File: src/rtl/serial_full_adder.sv
// Bit-serial adder: one full-adder cell plus a carry flop, LSB first, with a start/done handshake.
// Define SERIAL_SUB_EN to add the 'sub' port (a - b - cin, cout reports borrow).
module serial_full_adder #(
    parameter int unsigned WIDTH = 8
) (
    input  logic             clk,
    input  logic             rst_n,
    input  logic             start,
    input  logic [WIDTH-1:0] a,
    input  logic [WIDTH-1:0] b,
    input  logic             cin,
`ifdef SERIAL_SUB_EN
    input  logic             sub,
`endif
    output logic             busy,
    output logic             done,
    output logic [WIDTH-1:0] sum,
    output logic             cout
);

    localparam int unsigned CntW = (WIDTH > 1) ? $clog2(WIDTH) : 1;
    localparam logic [CntW-1:0] LastBit = CntW'(WIDTH - 1);

    typedef enum logic [1:0] {StIdle, StRun, StDone} state_e;

    state_e           state_q, state_d;
    logic [CntW-1:0]  cnt_q, cnt_d;
    logic [WIDTH-1:0] a_sh_q, a_sh_d;
    logic [WIDTH-1:0] b_sh_q, b_sh_d;
    logic [WIDTH-1:0] sum_sh_q, sum_sh_d;
    logic             carry_q, carry_d;
    logic [WIDTH-1:0] sum_q, sum_d;
    logic             cout_q, cout_d;
    logic             sub_q, sub_d;
    logic             bit_s, bit_c;
    logic             load_sub;
    logic [WIDTH-1:0] b_load;
    logic             c_load;

`ifdef SERIAL_SUB_EN
    assign load_sub = sub;
`else
    assign load_sub = 1'b0;
`endif

    // Subtraction reuses the adder: a + ~b + ~cin, with the final carry inverted into a borrow.
    assign b_load = load_sub ? ~b : b;
    assign c_load = load_sub ? ~cin : cin;

    assign bit_s = a_sh_q[0] ^ b_sh_q[0] ^ carry_q;
    assign bit_c = (a_sh_q[0] & b_sh_q[0]) | (a_sh_q[0] & carry_q) | (b_sh_q[0] & carry_q);

    always_comb begin
        state_d  = state_q;
        cnt_d    = cnt_q;
        a_sh_d   = a_sh_q;
        b_sh_d   = b_sh_q;
        sum_sh_d = sum_sh_q;
        carry_d  = carry_q;
        sum_d    = sum_q;
        cout_d   = cout_q;
        sub_d    = sub_q;
        case (state_q)
            StIdle, StDone: begin
                if (start) begin
                    a_sh_d  = a;
                    b_sh_d  = b_load;
                    carry_d = c_load;
                    sub_d   = load_sub;
                    cnt_d   = '0;
                    state_d = StRun;
                end else begin
                    state_d = StIdle;
                end
            end
            StRun: begin
                carry_d  = bit_c;
                sum_sh_d = {bit_s, sum_sh_q[WIDTH-1:1]};
                a_sh_d   = a_sh_q >> 1;
                b_sh_d   = b_sh_q >> 1;
                if (cnt_q == LastBit) begin
                    sum_d   = sum_sh_d;
                    cout_d  = sub_q ? ~bit_c : bit_c;
                    state_d = StDone;
                end else begin
                    cnt_d = cnt_q + 1'b1;
                end
            end
            default: state_d = StIdle;
        endcase
    end

    always_ff @(posedge clk or negedge rst_n) begin
        if (!rst_n) begin
            state_q  <= StIdle;
            cnt_q    <= '0;
            a_sh_q   <= '0;
            b_sh_q   <= '0;
            sum_sh_q <= '0;
            carry_q  <= 1'b0;
            sum_q    <= '0;
            cout_q   <= 1'b0;
            sub_q    <= 1'b0;
        end else begin
            state_q  <= state_d;
            cnt_q    <= cnt_d;
            a_sh_q   <= a_sh_d;
            b_sh_q   <= b_sh_d;
            sum_sh_q <= sum_sh_d;
            carry_q  <= carry_d;
            sum_q    <= sum_d;
            cout_q   <= cout_d;
            sub_q    <= sub_d;
        end
    end

    assign busy = (state_q == StRun);
    assign done = (state_q == StDone);
    assign sum  = sum_q;
    assign cout = cout_q;

endmodule

File: config.mk
export PLATFORM = sky130hd
export DESIGN_NAME = serial_full_adder
export DESIGN_NICKNAME = d
export VERILOG_FILES = /design/src/rtl/serial_full_adder.sv
export SDC_FILE = /design/constraint.sdc
export NUM_CORES = 1
export LEC_CHECK = 0
export ABC_AREA = 1
export CAP_MARGIN = 0
export CORE_MARGIN = 2
export CORE_UTILIZATION = 30
export CTS_BUF_LIST = sky130_fd_sc_hd__clkbuf_4 sky130_fd_sc_hd__clkbuf_8 sky130_fd_sc_hd__clkbuf_16
export DETAILED_ROUTE_END_ITERATION = 8
export PLACE_DENSITY = 0.47
export SETUP_SLACK_MARGIN = 0.1
export SYNTH_ARGS = -nofsm -noshare
export SYNTH_HDL_FRONTEND = slang
export SYNTH_SLANG_ARGS = --single-unit
export TNS_END_PERCENT = 20
File: constraint.sdc
create_clock -name clk -period 1.6 [get_ports clk]
set_input_delay 0.48 -clock clk [delete_from_list [all_inputs] [get_ports clk]]
set_output_delay 0.48 -clock clk [all_outputs]
set_load 0.1 [all_outputs]
==> run metrics <==
Worst Path Buf+Inv 1; vias per std cell 4.281; placed cells 327; Max Cap Viol 0; clk root buf clkbuf_8; worst skew pair latency 290 ps; Avg Cell Area, Syn 8.618 um^2; IO buf count 30; crit path cell chain nor2_4, buf_12; Die W 84.04 um; VDD IR max 1321 uV; area of the die 7063 um^2; WL final 3789 um; CTS sink count 38; CTS Buf Count 5; routability cong. 0.7563; DR DRC count 0; Initial DRC Count 69; leakage power 1.367 nW; YS warnings 0; Max clock buf depth 2; synthesized flop and latch total 38; Top-Level Pins 31; worst-margin pin slew 239.6 ps; first-pass GRT wire length 6596 um; slowest CP cell dfrtp_2; worst min path class in2async; Worst Path Max Fanout 2; Worst Setup Start Kind flop; fmax 638.0 MHz; Hold Buf Count CTS 0; Slew headroom 0.8401; Synth Instances 223; final worst path period share 0.9797; Final ANT Viol Nets 0; final hold viol count 0; Worst-path clk slew 80 ps; synth top area cells dfrtp_1 (49%), nand2_1 (13%), inv_1 (8.0%); Clock Skew 8.488 ps; Total GRT Usage 0.1170; post-route insts no fill 342; Core ar. 6277 um^2; final-report setup violation count 0; Worst EP arrival 1090 ps; area delta synth->final 36.85%; number of distinct library cells after synthesis 19; Rows 29; # nets final 287; Slew Limit Fails 0; largest net degree at the start of global routing 39; sequential element share of the synthesized area 0.4948; WS Path Type reg2out; placed inst area 2414 um^2; Die Y 84.04 um; RSZ-0062 raised after global routing yes; leading area contributor after synthesis dfrtp_1; post-layout total power 6.058 mW; share of the synthesized area in the top cell type 0.4948; GRT overflow 0; # diodes 0; Filler cells 644; fin util 0.4190; crit-path leading delay family flip-flops; Synth Cell Area 1922 um^2; vias in the first global route 1,449; CTS tree yes; final worst path period need 1567 ps; Vias 1,464; P per Cell Area 2303 nW/um^2; Initial DRT Pass Iterations 4; share of cells above drive strength 1 0.2528; # H-tree levels 2; Crit. End Element primary output; final setup TNS 0 ps; initial core utilization 0.3062; Worst EP required 1120 ps; antenna violations before repair 0; cell area after layout 2630 um^2; Syn Nets 246; HPWL reported at the end of detailed placement 2544 um; status completed; crit-path max cell delay 450 ps; drt wl/cell 11.08 um
==> final timing paths <==
| check | start | endpoint | slack, ps | depth (start not counted) |
|---|---|---|---|---|
| min | rst_n | sum[6] | 140 | 2 |
| min in group clk | b_sh_q[3] | b_sh_q[3] | 480 | 2 |
| max | state_q[1] | busy | 30 | 2 |
| max reg2reg | cnt_q[0] | cnt_q[2] | 250 | 5 |
| max in group asynchronous | rst_n | state_q[0] | 1250 | 2 |
| min reg2reg | b_sh_q[3] | b_sh_q[3] | 480 | 2 |
==> metal layers <==
layer,up-vias,GRT usage,wire length [um]
met5,-,0,0
met4,0,0.04399,70
met3,6,0.03066,126
met2,25,0.1854,1804
met1,678,0.1531,1787
li1,755,-,-
==> registers in the layout (all words and copies together), names as in the netlist <==
| register | flops |
|---|---|
| a_sh_q | 8 |
| b_sh_q | 8 |
| sum | 8 |
| sum_sh_q | 7 |
| cnt_q | 3 |
| state_q | 2 |
| carry_q | 1 |
| cout | 1 |
==> power breakdown <==
group | internal, mW | switching (mW) | leakage [nW] | total, mW
registers | 1.41 | 0.310 | 0.472 | 1.72
logic | 1.30 | 2.05 | 0.827 | 3.35
clock network | 0.625 | 0.364 | 0.0683 | 0.989
total | 3.34 | 2.72 | 1.37 | 6.06
==> synth_stat cells <==
cell	number
o21ai_2	8
o21ai_1	7
nand3_2	6
nand3b_1	1
o21ai_0	2
inv_1	41
nand3_1	27
dfrtp_1	38
nand2_4	4
nand2_2	6
nor2_1	1
ha_1	2
buf_8	2
nor2_4	1
buf_2	3
fa_1	1
inv_4	3
buf_6	4
nand2_1	66
==> through the flow <==
step | hold WS [ps] | setup slack (ps)
after floorplan | 184.4 | 7.294
after global placement | 463.2 | 77.45
after detailed placement | 465.2 | 65.46
after CTS | 142.7 | 7.205
after global routing | 142.7 | -14.38
final | 135.6 | 32.54
==> area by class of cell <==
| class | instances | area [um^2] | area share |
|---|---|---|---|
| Clock buffer | 5 | 68.82 | 0.02617 |
| Clock inverter | 3 | 68.82 | 0.02617 |
| Inverter | 44 | 172.7 | 0.06565 |
| Multi-Input combinational cell | 132 | 729.5 | 0.2774 |
| Sequential cell | 38 | 953.4 | 0.3625 |
| Tap cell | 77 | 96.34 | 0.03663 |
| Timing Repair Buffer | 43 | 540.5 | 0.2055 |
==> cell usage in the layout, fill, tap and decap left out, types with 2 or more instances in the layout <==
cell	instances
nand2_4	3
bufinv_16	2
inv_1	40
buf_12	14
nand2_1	65
clkbuf_8	5
nand2_2	7
inv_4	3
dfrtp_1	36
buf_4	10
o21ai_2	8
o21ai_0	2
nand3_2	6
o21ai_1	7
nand3_1	27
clkdlybuf4s50_1	18
dfrtp_2	2
nor2_4	2
==> cells by family (layout without fill, tap and decap cells) <==
family | after synthesis | count (layout) | synth area share
compound gates | 17 | 17 | 0.05990
fa+ha+maj | 3 | 3 | 0.02344
buf+inv | 53 | 95 | 0.1367
flops | 38 | 38 | 0.4948
simple gates | 112 | 112 | 0.2852
==> repair_timing <==
item	in CTS	in global routing
setup buffers	4	3
setup endpoints to repair	2	29
hold endpoints to repair	0	0
pin swaps	2	3
resized for setup	1	4
Power figures use the tool's default switching activity.
